$ cat src/rtl/pong_pkg.sv
// Shared encodings and play-field defaults for the pong ball engine and its
// neighbours (game-state controller, renderer).
package pong_pkg;

  typedef enum logic [1:0] {
    P1_SERVE = 2'd0,
    P2_SERVE = 2'd1,
    PLAYING  = 2'd2,
    DONE     = 2'd3
  } game_state_e;

  typedef enum logic [1:0] {
    HOLD = 2'd0,
    FLY  = 2'd1,
    OUT  = 2'd2
  } engine_state_e;

  localparam int DEF_TOP_BOUND    = 140;
  localparam int DEF_BOTTOM_BOUND = 340;
  localparam int DEF_LEFT_BOUND   = 150;
  localparam int DEF_RIGHT_BOUND  = 490;
  localparam int DEF_BALL_W       = 5;
  localparam int DEF_PADDLE_H     = 40;

endpackage

$ cat src/rtl/ball_collide.sv
// Combinational ball step: wall clamp/reflection and paddle hit/miss detection
// for one frame, using signed W+2 bit arithmetic so negative steps are exact.
module ball_collide import pong_pkg::*; #(
  parameter int W            = 10,
  parameter int TOP_BOUND    = DEF_TOP_BOUND,
  parameter int BOTTOM_BOUND = DEF_BOTTOM_BOUND,
  parameter int LEFT_BOUND   = DEF_LEFT_BOUND,
  parameter int RIGHT_BOUND  = DEF_RIGHT_BOUND,
  parameter int BALL_W       = DEF_BALL_W,
  parameter int PADDLE_H     = DEF_PADDLE_H
) (
  input  logic [W-1:0] x,
  input  logic [W-1:0] y,
  input  logic [W-1:0] vx,
  input  logic [W-1:0] vy,
  input  logic [W-1:0] p1_y,
  input  logic [W-1:0] p2_y,
  output logic [W-1:0] next_x,
  output logic [W-1:0] next_y,
  output logic [W-1:0] next_vx,
  output logic [W-1:0] next_vy,
  output logic         hit_left,
  output logic         hit_right,
  output logic         miss_left,
  output logic         miss_right
);

  localparam int XW = W + 2;
  localparam logic signed [XW-1:0] TOP   = XW'(TOP_BOUND);
  localparam logic signed [XW-1:0] BOT   = XW'(BOTTOM_BOUND);
  localparam logic signed [XW-1:0] LEFT  = XW'(LEFT_BOUND);
  localparam logic signed [XW-1:0] RIGHT = XW'(RIGHT_BOUND);
  localparam logic signed [XW-1:0] BW    = XW'(BALL_W);
  localparam logic signed [XW-1:0] PH    = XW'(PADDLE_H);

  logic signed [XW-1:0] sx, sy, svx, svy, nx, ny, p1, p2;
  logic signed [XW-1:0] mag_x, mag_y, wy, wvy;
  logic                 cross_l, cross_r, pad1, pad2;

  always_comb begin
    sx    = signed'({2'b00, x});
    sy    = signed'({2'b00, y});
    svx   = signed'({{2{vx[W-1]}}, vx});
    svy   = signed'({{2{vy[W-1]}}, vy});
    p1    = signed'({2'b00, p1_y});
    p2    = signed'({2'b00, p2_y});
    nx    = sx + svx;
    ny    = sy + svy;
    mag_x = svx[XW-1] ? -svx : svx;
    mag_y = svy[XW-1] ? -svy : svy;

    wy  = ny;
    wvy = svy;
    if (ny < TOP) begin
      wy  = TOP;
      wvy = mag_y;
    end else if (ny + BW > BOT) begin
      wy  = BOT - BW;
      wvy = -mag_y;
    end

    // Paddle overlap is judged on the unclamped next y.
    cross_l = (sx >= LEFT) && (nx < LEFT);
    cross_r = (sx + BW <= RIGHT) && (nx + BW > RIGHT);
    pad1    = (ny + BW > p1) && (ny < p1 + PH);
    pad2    = (ny + BW > p2) && (ny < p2 + PH);

    next_x     = nx[W-1:0];
    next_y     = wy[W-1:0];
    next_vx    = vx;
    next_vy    = wvy[W-1:0];
    hit_left   = 1'b0;
    hit_right  = 1'b0;
    miss_left  = 1'b0;
    miss_right = 1'b0;

    if (cross_l) begin
      if (pad1) begin
        hit_left = 1'b1;
        next_x   = LEFT[W-1:0];
        next_vx  = mag_x[W-1:0];
      end else begin
        miss_left = 1'b1;
        next_x    = x;
        next_y    = y;
        next_vx   = '0;
        next_vy   = '0;
      end
    end else if (cross_r) begin
      if (pad2) begin
        hit_right = 1'b1;
        next_x    = (RIGHT - BW) >>> 0;
        next_vx   = (-mag_x) >>> 0;
      end else begin
        miss_right = 1'b1;
        next_x     = x;
        next_y     = y;
        next_vx    = '0;
        next_vy    = '0;
      end
    end
  end

endmodule

$ cat src/rtl/ball_engine.sv
// Pong ball engine: serve/fly/out FSM, frame-tick stepping, rally counting and
// speed escalation. Collision geometry lives in ball_collide.
module ball_engine import pong_pkg::*; #(
  parameter int W              = 10,
  parameter int SPEED_INIT     = 3,
  parameter int SPEED_MAX      = 7,
  parameter int HITS_PER_LEVEL = 4,
  parameter int TOP_BOUND      = DEF_TOP_BOUND,
  parameter int BOTTOM_BOUND   = DEF_BOTTOM_BOUND,
  parameter int LEFT_BOUND     = DEF_LEFT_BOUND,
  parameter int RIGHT_BOUND    = DEF_RIGHT_BOUND,
  parameter int BALL_W         = DEF_BALL_W,
  parameter int PADDLE_H       = DEF_PADDLE_H,
  parameter int SERVE_OFFSET   = 18,
  parameter int RESET_Y        = 238,
  parameter int RW             = 8
) (
  input  logic          clk,
  input  logic          reset,
  input  logic          tick,
  input  logic [1:0]    game_state,
  input  logic          p1u,
  input  logic          p1d,
  input  logic          p2u,
  input  logic          p2d,
  input  logic [W-1:0]  p1_y,
  input  logic [W-1:0]  p2_y,
  output logic [W-1:0]  ball_x,
  output logic [W-1:0]  ball_y,
  output logic [W-1:0]  vel_x,
  output logic [W-1:0]  vel_y,
  output logic [2:0]    speed_level,
  output logic [RW-1:0] rally_cnt,
  output logic          hit_p1,
  output logic          hit_p2,
  output logic          miss_left,
  output logic          miss_right,
  output logic          in_flight,
  output logic [1:0]    engine_state
);

  localparam int HCW = $clog2(HITS_PER_LEVEL + 1);

  engine_state_e state_q, state_d;
  logic [W-1:0]  x_d, y_d, vx_d, vy_d, serve_x, serve_y, mag;
  logic [2:0]    lvl_d;
  logic [RW-1:0] rally_d;
  logic [HCW-1:0] hc_q, hc_d, hc_inc;
  logic          h1_d, h2_d, ml_d, mr_d, serve_p1, up, dn;
  logic [W-1:0]  c_x, c_y, c_vx, c_vy;
  logic          c_hl, c_hr, c_ml, c_mr;

  ball_collide #(
    .W(W), .TOP_BOUND(TOP_BOUND), .BOTTOM_BOUND(BOTTOM_BOUND),
    .LEFT_BOUND(LEFT_BOUND), .RIGHT_BOUND(RIGHT_BOUND),
    .BALL_W(BALL_W), .PADDLE_H(PADDLE_H)
  ) u_collide (
    .x(ball_x), .y(ball_y), .vx(vel_x), .vy(vel_y),
    .p1_y(p1_y), .p2_y(p2_y),
    .next_x(c_x), .next_y(c_y), .next_vx(c_vx), .next_vy(c_vy),
    .hit_left(c_hl), .hit_right(c_hr), .miss_left(c_ml), .miss_right(c_mr)
  );

  assign in_flight    = (state_q == FLY);
  assign engine_state = state_q;

  always_comb begin
    state_d = state_q;
    x_d     = ball_x;
    y_d     = ball_y;
    vx_d    = vel_x;
    vy_d    = vel_y;
    lvl_d   = speed_level;
    rally_d = rally_cnt;
    hc_d    = hc_q;
    hc_inc  = hc_q + 1'b1;
    mag     = '0;
    h1_d    = 1'b0;
    h2_d    = 1'b0;
    ml_d    = 1'b0;
    mr_d    = 1'b0;

    serve_p1 = (game_state == P1_SERVE);
    serve_x  = serve_p1 ? W'(LEFT_BOUND) : W'(RIGHT_BOUND - BALL_W);
    serve_y  = (serve_p1 ? p1_y : p2_y) + W'(SERVE_OFFSET);
    up       = serve_p1 ? ~p1u : ~p2u;
    dn       = serve_p1 ? ~p1d : ~p2d;

    if (tick) begin
      case (game_state)
        P1_SERVE, P2_SERVE: begin
          state_d = HOLD;
          x_d     = serve_x;
          y_d     = serve_y;
          // Entering HOLD from elsewhere only snaps; a held button serves next tick.
          if (state_q != HOLD) begin
            vx_d = '0;
            vy_d = '0;
          end else if (up || dn) begin
            state_d = FLY;
            vx_d    = serve_p1 ? W'(SPEED_INIT) : W'(-SPEED_INIT);
            vy_d    = up ? W'(-SPEED_INIT) : W'(SPEED_INIT);
            lvl_d   = '0;
            rally_d = '0;
            hc_d    = '0;
          end
        end
        PLAYING: begin
          if (state_q == FLY) begin
            x_d  = c_x;
            y_d  = c_y;
            vx_d = c_vx;
            vy_d = c_vy;
            h1_d = c_hl;
            h2_d = c_hr;
            ml_d = c_ml;
            mr_d = c_mr;
            if (c_ml || c_mr) state_d = OUT;
            if (c_hl || c_hr) begin
              if (rally_cnt != '1) rally_d = rally_cnt + 1'b1;
              if (hc_inc >= HCW'(HITS_PER_LEVEL)) begin
                hc_d = '0;
                if (SPEED_INIT + int'(speed_level) < SPEED_MAX) lvl_d = speed_level + 3'd1;
              end else begin
                hc_d = hc_inc;
              end
              // Magnitude always tracks the level; signs come from the reflection.
              mag  = W'(SPEED_INIT) + W'(lvl_d);
              vx_d = c_vx[W-1] ? -mag : mag;
              vy_d = c_vy[W-1] ? -mag : mag;
            end
          end
        end
        default: ;
      endcase
    end
  end

  always_ff @(posedge clk or negedge reset) begin
    if (!reset) begin
      state_q     <= HOLD;
      ball_x      <= W'(LEFT_BOUND);
      ball_y      <= W'(RESET_Y);
      vel_x       <= '0;
      vel_y       <= '0;
      speed_level <= '0;
      rally_cnt   <= '0;
      hc_q        <= '0;
      hit_p1      <= 1'b0;
      hit_p2      <= 1'b0;
      miss_left   <= 1'b0;
      miss_right  <= 1'b0;
    end else begin
      state_q     <= state_d;
      ball_x      <= x_d;
      ball_y      <= y_d;
      vel_x       <= vx_d;
      vel_y       <= vy_d;
      speed_level <= lvl_d;
      rally_cnt   <= rally_d;
      hc_q        <= hc_d;
      hit_p1      <= h1_d;
      hit_p2      <= h2_d;
      miss_left   <= ml_d;
      miss_right  <= mr_d;
    end
  end

endmodule

$ cat config.mk
export PLATFORM = sky130hd
export DESIGN_NAME = ball_engine
export DESIGN_NICKNAME = d
export VERILOG_FILES = /design/src/rtl/pong_pkg.sv /design/src/rtl/ball_collide.sv /design/src/rtl/ball_engine.sv
export SDC_FILE = /design/constraint.sdc
export NUM_CORES = 1
export LEC_CHECK = 0
export CORE_MARGIN = 5
export CORE_UTILIZATION = 60
export DETAILED_ROUTE_END_ITERATION = 8
export GPL_TIMING_DRIVEN = 1
export PLACE_DENSITY = 0.91
export REMOVE_ABC_BUFFERS = 1
export SLEW_MARGIN = 30
export SYNTH_ARGS = -nofsm -noshare
export SYNTH_HDL_FRONTEND = slang
export SYNTH_SLANG_ARGS = --single-unit
$ cat constraint.sdc
create_clock -name clk -period 8.4 [get_ports clk]
set_input_delay 1.68 -clock clk [delete_from_list [all_inputs] [get_ports clk]]
set_output_delay 1.68 -clock clk [all_outputs]
set_load 0.05 [all_outputs]
# Word level (Yosys, flattened, before mapping)
# Index checks and enable logic that the tools add are counted.
# Widths: inputs -> output; s select.
# totals
word_cells,170
in_bits,29
register_bits,60
output_inout_bits,58
# op_classes
reduce_logical,17
muxes,92
eq_ne,14
order_cmp,12
n_addsub,18
bitwise_logic,4
# ops
operator,n
$mux 10,37
$pmux 10 s2,4
$mux 8,5
$neg 10->10,4
$mux 3,13
$mux 1,26
$add 11x10->12,2
$add 12x4->12 const B,2
$gt 12x10->1 const B,2
$gt 12x11->1,2
$lt 12x12->1,2
$lt 12x9->1 const B,2
$add 10x6->11 const B,2
$pmux 8 s2,1
$le 12x10->1 const B,1
$ne 2x2->1 const B,6
$pmux 3 s2,2
$add 10x3->11 const B,1
$add 10x5->10 const B,1
$ge 10x8->1 const B,1
$neg 4->10,1
$reduce_and 5->1,2
$mux 9,1
$add 2x3->4 const A,2
other kinds (21),35

# Longest topological paths before layout
# Gate-level depths: netlist (run 1).
# logic_depth
ltp_word,18
depth_mapped,25
mapped_depth_nobuf,22

# Hierarchy
# Synthesis (run 1) repeated with hierarchy kept, for this count alone.
# hier_totals
cells_unflattened,1095
area_unflattened_um2,8494.4
# by_module_without_submodules
mod,seq_area_each_um2,cells_each,area_per_inst_um2,instances
ball_collide,0.0,677,4878.4,1
ball_engine,1514.0,418,3616.0,1

# Worst setup path before layout (run 1)
# OpenSTA, ideal clock, no wires.
# synth_timing
path_type,register to register
from,register vel_y[0]
to,register rally_cnt[3]
stages_incl_launch_ff,24
arrival_ps,5689
path_buffers,2
required_ps,8323
setup_time_ps,77
period_less_slack_ps,5765
setup_slack_ps,2635
cell_sequence,dfrtp_1 -> ha_1 -> fa_1 -> a21o_1 -> a221oi_4 -> mux2_4 -> a2111oi_4 -> and3_2 -> nor2_1 -> ha_1 -> a211oi_1 -> o211ai_1 -> o221a_2 -> o31ai_1 -> a22o_1 -> a41oi_1 -> a21oi_1 -> a21o_1 -> or2_1 -> buf_6 -> o21a_1 -> buf_6 -> or4_1 -> o21ai_1
# synth_between
elab_chain_cells,10
# synth_lines
item,line,text
from (decl),ball_engine.sv:31,"output logic [W-1:0] vel_y,"
from (signal assigned),ball_engine.sv:158,vel_y <= vy_d;
$add 11x10->12 (*),ball_collide.sv:48,ny = sy + svy;
$add 12x4->12,"ball_collide.sv:65, ball_collide.sv:66",
$gt 12x11->1,ball_collide.sv:66,pad2 = (ny + BW > p2) && (ny < p2 + PH);
$logic_and 1x1->1,ball_collide.sv:66,
$mux 1,ball_collide.sv:90,if (pad2) begin
$mux 1,ball_collide.sv:89,end else if (cross_r) begin
$mux 1,ball_collide.sv:77,if (cross_l) begin
$logic_or 1x1->1 (*),ball_engine.sv:119,if (c_hl || c_hr) begin
$ne 2x2->1 (no line) (*),--,
$reduce_and 7->1 (no line) (*),--,
to (signal assigned),ball_engine.sv:160,rally_cnt <= rally_d;
to (decl),ball_engine.sv:33,"output logic [RW-1:0] rally_cnt,"
# Mark *: on every way between the ends. The rest lies on a longest branch, timed or not.
# A chain may end at the register's enable or synchronous reset.

# Final worst setup path (run 1)
# layout_timing
from,register vel_y[0]
to,register rally_cnt[2]
# Same word-level chain as after synthesis.

==> metrics.md, run 1 <==
| Metric | Value |
|---|---|
| Run status | completed |
| WP data arrival | approximately 6.5 ns |
| Unrepaired setup endpoints after global routing | no |
| CTS-repair resized insts | 0 |
| Kind of critical path | register to register |
| Setup bufs post-CTS | 0 |
| Port Buffers | 86 |
| Reg area | about 0.0015 sq mm |
| Vias in the first global route | 7,873 |
| Total negative setup slack | 0 ns |
| # diodes | 0 |
| NumNets Final | ~1,200 |
| Yosys top cell by area | dfrtp_1 |
| Ranking of synthesized cells by area | dfrtp_1, ha_1, xnor2_1, a21oi_1, o21ai_0 |
| #FFs+latches synth | 60 |
| Asr flop ratio synth | 100% |
| Drt wl/cell | approximately 19 um |
| Final Wtd Congestion | about 0.97 |
| Mapped Cells | 995 |
| Worst Path Max Fanout | 10 |
| Min-Delay Path Class | register to register |
| First-pass GRT wire length | roughly 39,000 um |
| Fin crit period | about 6.3 ns |
| Worst setup SP type | register |
| RR Endpoint | rally_cnt[2]$_DFFE_PN0P_ |
| Slowest stage cell, crit path | fa_1 |
| Highest attainable clock frequency | around 0.16 GHz |
| Count of pins over their slew limit | 0 |
| Clk slew on worst S/H paths | about 0.060 ns |
| CTS H-tree lvls | 3 |
| Post-synth cell types | 102 |
| Dpl cells | ~1,200 |
| Layout Cells excl Fill | approximately 1,200 |
| IO Pins | between 80 and 90 |
| Worst Path Required | around 8.6 ns |
| Reg2reg path depth | 21 |
| Worst-margin pin slew | around 0.9 ns |
| Largest stage delay, worst path | roughly 0.68 ns |
| Chip Width | 125 um |
| Reg2Reg Setup Slack | approximately 2.1 ns |
| DRC Markers | 0 |
| Area delta synth->final | 15.5% |
| Drt total wl | between 20,000 and 25,000 um |
| Largest net degree at the start of global routing | around 60 |
| Top_reg_cell synth | dfrtp_1 |
| Fillers | between 900 and 1,000 |
| Clock Tree Buf Depth | 2 |
| Core area | approximately 0.013 sq mm |
| CTS tree | yes |
| CP most frequent cell | ha_1 |
| Overflow after GRT | 0 |
| Row cnt | 42 |
| Total CTS buffers | 9 |
| Fin. Hold Viols | 0 |
| HPWL after DPL | 17,900 um |
| Critical-path cell list | ha_1 -> fa_1 -> ha_1 -> o22a_2 -> o221ai_1 -> a2111oi_4 -> nand2_1 -> xnor2_1 -> ha_1 -> and4_1 -> nand4_1 -> o221a_2 -> o31ai_1 -> a22o_1 -> a41oi_1 -> a21oi_1 -> a21o_1 -> or2_1 -> o21ai_2 -> nand2_1 -> a221o_1 |
| Tcrit/Tclk final | roughly 74% |
| Commonest non-fill, non-tap cell in the layout | ha_1 |
| Origin of the worst setup path | vel_y[0]$_DFFE_PN0P_ |
| CTS Hold Bufs | 0 |
| Slew Limit Headroom | about two fifths |
| Register area share after synthesis | a little under a fifth |
| Worst R2R Start | vel_y[0]$_DFFE_PN0P_ |
| Clock skew | between 0.009 and 0.01 ns |
| Area occupied by multi-input gates | between 0.005 and 0.006 sq mm |
| Yosys synthesis warning count | 0 |
| Initial antenna violation count | 0 |
| Layout cells sized above 1 | ~8.6% |
| Commonest cells after routing, fill and taps aside | ha_1, clkdlybuf4s50_1, nor2_1 |
| Starting Density | about three fifths |
| Clk sinks | 60 |
| Antenna Nets Post-Route | 0 |
| Final setup violation count | 0 |
| Crit path capture type | register |
| Clock Tree Root | clkbuf_16 |
| Top cell type's share of synthesized area | about 16% |
| Worst-Skew Late Latency | 0.34 ns |
| EDFF count, synth | 0 |
| Avg Cell Area, Syn | about 8.0 sq um |
| Die area | about 0.016 sq mm |
| Max-cap violations | 0 |
| Iteration-0 DRC Markers | 1,091 |
| Worst setup endpoint | rally_cnt[2]$_DFFE_PN0P_ |
| Vias/cell | 6.71 |
| TritonRoute pass-1 iters | 5 |
| Die height | between 100 and 150 um |
| Via Count | between 8,000 and 9,000 |
| Overall Global Routing Usage | approximately 29% |
| Hold Path Depth | 2 |
| Cell area after synthesis | 0.00794 sq mm |
-- cell families (layout without fill, tap and decap cells) --
kind of cell               count (synthesis)  after routing  share of synthesized area, %
buffers and inverters                    108            177                          5.96
muxes                                     16             16                          2.22
DFF                                       60             60                          19.1
and+or+nand+nor                          316            316                          20.1
xor gates and xnor gates                  54             54                          6.29
AOI/OAI and AO/OA                        353            353                          32.3
adders and majority gates                 88             88                          14.1
-- worst min-delay path by stage --
stage / to / slack [ns] / from
finish: ball_y[3]$_DFFE_PN1P_ / 0.50 / ball_y[3]$_DFFE_PN1P_
global route: ball_y[3]$_DFFE_PN1P_ / 0.51 / ball_y[3]$_DFFE_PN1P_
CTS: ball_y[3]$_DFFE_PN1P_ / 0.50 / ball_y[3]$_DFFE_PN1P_
detailed placement: ball_y[3]$_DFFE_PN1P_ / 0.49 / ball_y[3]$_DFFE_PN1P_
global placement: ball_y[3]$_DFFE_PN1P_ / 0.49 / ball_y[3]$_DFFE_PN1P_
floorplan: hc_q[0]$_DFFE_PN0P_ / 0.51 / hc_q[0]$_DFFE_PN0P_
-- stage by stage --
step / util, % / setup slack, ns / area [sq um] / hold WS [ns]
after global routing: 70.1 / 1.78 / 9170 / 0.514
after floorplan: - / 2.59 / 7720 / 0.511
after global placement: 67.7 / 2.47 / 8860 / 0.486
after CTS: 70.0 / 2.32 / 9160 / 0.504
final: 70.1 / 2.15 / 9170 / 0.501
after detailed placement: 67.7 / 2.35 / 8860 / 0.493
-- flip-flops by register name, summed over array words and instances (netlist names) --
register,cells
vel_x,10
ball_x,10
miss_left,1
hc_q,3
hit_p1,1
miss_right,1
hit_p2,1
ball_y,10
rally_cnt,8
speed_level,3
vel_y,10
engine_state,2
-- routing by layer --
layer	vias up	track usage [%]	wire (um)
met2	487	47.3	10800
met4	0	11.6	720
met3	75	5.07	2210
met5	-	0	0
met1	3857	38.9	9750
li1	3905	-	-
-- critical path, delay by kind of cell, from the launching register on --
kind / cells / cell delay (ns)
compound gates: 11 / 2.76
xor+xnor: 1 / 0.26
fa+ha+maj: 4 / 1.59
flops: 1 / 0.49
simple gates: 5 / 1.03
-- area by class of cell --
class,instances,area share [%]
Clock buffer,9,2.46
Clock inverter,7,0.819
Multi-Input combinational cell,827,65.1
Timing Repair Buffer,94,9.99
Tap cell,176,2.40
Inverter,67,2.74
Sequential cell,60,16.5
-- cells in the mapped netlist (5+ instances only) --
| master | instances |
|---|---|
| and2_1 | 8 |
| nand3_1 | 27 |
| o21a_1 | 22 |
| a21oi_1 | 70 |
| nor3_1 | 24 |
| xor2_1 | 11 |
| mux2_2 | 9 |
| nor2b_1 | 9 |
| buf_2 | 5 |
| o22a_1 | 6 |
| o31ai_1 | 15 |
| a31oi_1 | 20 |
| dfrtp_1 | 50 |
| a2111oi_0 | 5 |
| or2_2 | 6 |
| xnor2_1 | 41 |
| a22oi_1 | 8 |
| mux2i_1 | 6 |
| ha_1 | 86 |
| dfstp_2 | 10 |
| o31a_1 | 5 |
| inv_1 | 64 |
| a21boi_0 | 6 |
| nand2_1 | 73 |
| nand4_1 | 15 |
| nor2_1 | 82 |
| a211oi_1 | 16 |
| nand2b_1 | 6 |
| o21ai_0 | 63 |
| o211ai_1 | 26 |
| clkbuf_1 | 24 |
| a21o_1 | 12 |
| or4_1 | 15 |
| nor4_1 | 12 |
| and3_1 | 7 |
Power of run 1 is not shown: default switching activity piles up to over one toggle a cycle in this logic, so the estimate is an artifact.
==> run 2: changes to the inputs <==
--- a/config.mk
+++ b/config.mk
@@ -6,10 +6,10 @@
 export NUM_CORES = 1
 export LEC_CHECK = 0
 export CORE_MARGIN = 5
-export CORE_UTILIZATION = 60
+export CORE_UTILIZATION = 53
 export DETAILED_ROUTE_END_ITERATION = 8
 export GPL_TIMING_DRIVEN = 1
-export PLACE_DENSITY = 0.91
+export PLACE_DENSITY = 0.86
 export REMOVE_ABC_BUFFERS = 1
 export SLEW_MARGIN = 30
 export SYNTH_ARGS = -nofsm -noshare
==> constraint.sdc (replaced) <==
create_clock -name clk -period 5.4 [get_ports clk]
set_input_delay 1.08 -clock clk [delete_from_list [all_inputs] [get_ports clk]]
set_output_delay 1.08 -clock clk [all_outputs]
set_load 0.05 [all_outputs]
==> run 2 against run 1 <==
Compared with the run above:
- final area is 5.1% higher
- highest routed layer unchanged
- sequential share of layout area is 0.81 points lower
- worst setup slack worse by 1.9 ns
- register-to-register slack worse by 1.9 ns
- the flow now finishes with violations (DRC)
==> metrics.md, run 2 (synthesized netlist as in run 1, its figures left out) <==
| Metric | Value |
|---|---|
| Area delta synth->final | 21.4% |
| NumNets Final | approximately 1,200 |
| CTS H-tree lvls | 3 |
| Largest net degree at the start of global routing | 61 |
| Failing checks | DRC |
| Overflow after GRT | 0 |
| Commonest non-fill, non-tap cell in the layout | clkdlybuf4s50_1 |
| Die area | approximately 0.018 sq mm |
| Routing usage on met1 | between 30% and 40% |
| Min-Delay Path Class | register to register |
| WP data arrival | roughly 5.5 ns |
| Clock skew | roughly 0.010 ns |
| Clk sinks | 60 |
| Commonest cells after routing, fill and taps aside | clkdlybuf4s50_1, ha_1, nor2_1 |
| TritonRoute pass-1 iters | 8 |
| Starting Density | 54.4% |
| Initial antenna violation count | 0 |
| Crit path capture type | register |
| Layout cells sized above 1 | a little over an eighth |
| Highest attainable clock frequency | 0.193 GHz |
| Final setup violation count | 0 |
| Antenna Nets Post-Route | 0 |
| GR met3 Demand/Resource | 4.50% |
| Vias in the first global route | approximately 8,000 |
| Fin crit period | ~5.2 ns |
| Fin. Hold Viols | 0 |
| Placed instance area | approximately 0.0092 sq mm |
| Iteration-0 DRC Markers | around 940 |
| Vias/cell | approximately 6.6 |
| Core area | around 0.015 sq mm |
| Kind of critical path | register to register |
| Clk slew on worst S/H paths | around 0.060 ns |
| Final instance area | just under 0.01 sq mm |
| HPWL after DPL | about 19,000 um |
| Clock Tree Buf Depth | 2 |
| IO Pins | 87 |
| Count of pins over their slew limit | 0 |
| Fin util | between 60% and 70% |
| Final Wtd Congestion | 0.940 |
| # diodes | 0 |
| Row cnt | between 40 and 50 |
| CTS tree | yes |
| Worst-margin pin slew | roughly 0.88 ns |
| First-pass GRT wire length | approximately 40,000 um |
| Tcrit/Tclk final | between 90 and 100% |
| Max-cap violations | 0 |
| Drt total wl | roughly 24,000 um |
| Grt met2 use | about 42% |
| Slew Limit Headroom | 40.9% |
| Run status | finished with violations |
| Worst Path Max Fanout | 38 |
| Overall Global Routing Usage | 26.9% |
| Clock Tree Root | clkbuf_16 |
| Die height | between 100 and 150 um |
| Chip Width | between 100 and 150 um |
| Port Buffers | 86 |
| Hold_ws | about 0.5 ns |
| DRC Markers | 1 |
| Worst-Skew Late Latency | roughly 0.33 ns |
| GR peak layer | met2 |
| Via Count | 8,607 |
| Worst Path Required | 5.66 ns |
| Total CTS buffers | 9 |
| Worst setup SP type | register |
| CTS Hold Bufs | 0 |
| Drt wl/cell | approximately 19 um |
==> run 2: cell types whose count changed in the layout (fill, tap and decap cells not counted), sizes merged <==
cell	before	now
buf	9	63
==> run 2: through the flow <==
stage          std cells  worst slack (ns)  setup TNS, ns
5_1_grt             1302           -0.0337        -0.0998
3_3_place_gp        1279             0.160              0
2_1_floorplan        954            -0.410          -9.27
4_1_cts             1297          0.000299              0
6_report            1302             0.208              0
3_5_place_dp        1279            0.0140              0
==> run 2: final timing paths <==
kind / startpoint / end / slack (ns) / cells after the start
hold reg to reg: ball_y[3]$_DFFE_PN1P_ / ball_y[3]$_DFFE_PN1P_ / 0.51 / 2
setup / recovery: ball_y[0]$_DFFE_PN0P_ / ball_y[2]$_DFFE_PN1P_ / 0.21 / 22
max in group asynchronous: reset / rally_cnt[6]$_DFFE_PN0P_ / 3.93 / 2
setup reg to reg: ball_y[0]$_DFFE_PN0P_ / ball_y[2]$_DFFE_PN1P_ / 0.21 / 22
min in group asynchronous: reset / ball_y[0]$_DFFE_PN0P_ / 0.89 / 2
hold / removal: ball_y[3]$_DFFE_PN1P_ / ball_y[3]$_DFFE_PN1P_ / 0.51 / 2
==> run 2: worst max-delay path, cell delays in order, from the launching register on <==
cell       delay (ns)
dfrtp_1          0.38
ha_2             0.20
fa_2             0.56
ha_2             0.24
o22a_2           0.16
o221ai_1         0.18
a2111oi_4        0.25
buf_4            0.23
a21oi_1          0.11
a21oi_2          0.19
ha_1             0.28
nand3_1          0.09
nor3_1           0.06
a21oi_1          0.12
o21ai_1          0.15
a2111oi_4        0.46
buf_4            0.20
a31oi_1          0.04
buf_4            0.17
a311oi_1         0.26
o21a_1           0.20
buf_12           0.22
mux2_2           0.37
==> run 2: timing repair <==
action	4_1_cts	5_1_grt
resized for setup	2	12
setup buffers	2	5
setup endpoints to repair	2	51
pin swaps	2	10
==> run 2: layout make-up <==
| type | count | area [sq um] |
|---|---|---|
| Multi-Input combinational cell | 827 | 6010 |
| Tap cell | 184 | 230 |
| Fill cell | 1179 | 4950 |
| Inverter | 67 | 251 |
| Sequential cell | 60 | 1510 |
| Timing Repair Buffer | 148 | 1330 |
| Clock buffer | 9 | 225 |
| Clock inverter | 7 | 75.1 |
==> run 2: metal layers <==
layer,share of wire (%),up-vias
met1,42,4074
li1,-,4002
met5,0,-
met2,45,460
met3,9.5,71
met4,3.5,0
Power of run 2 is left out for the same reason.
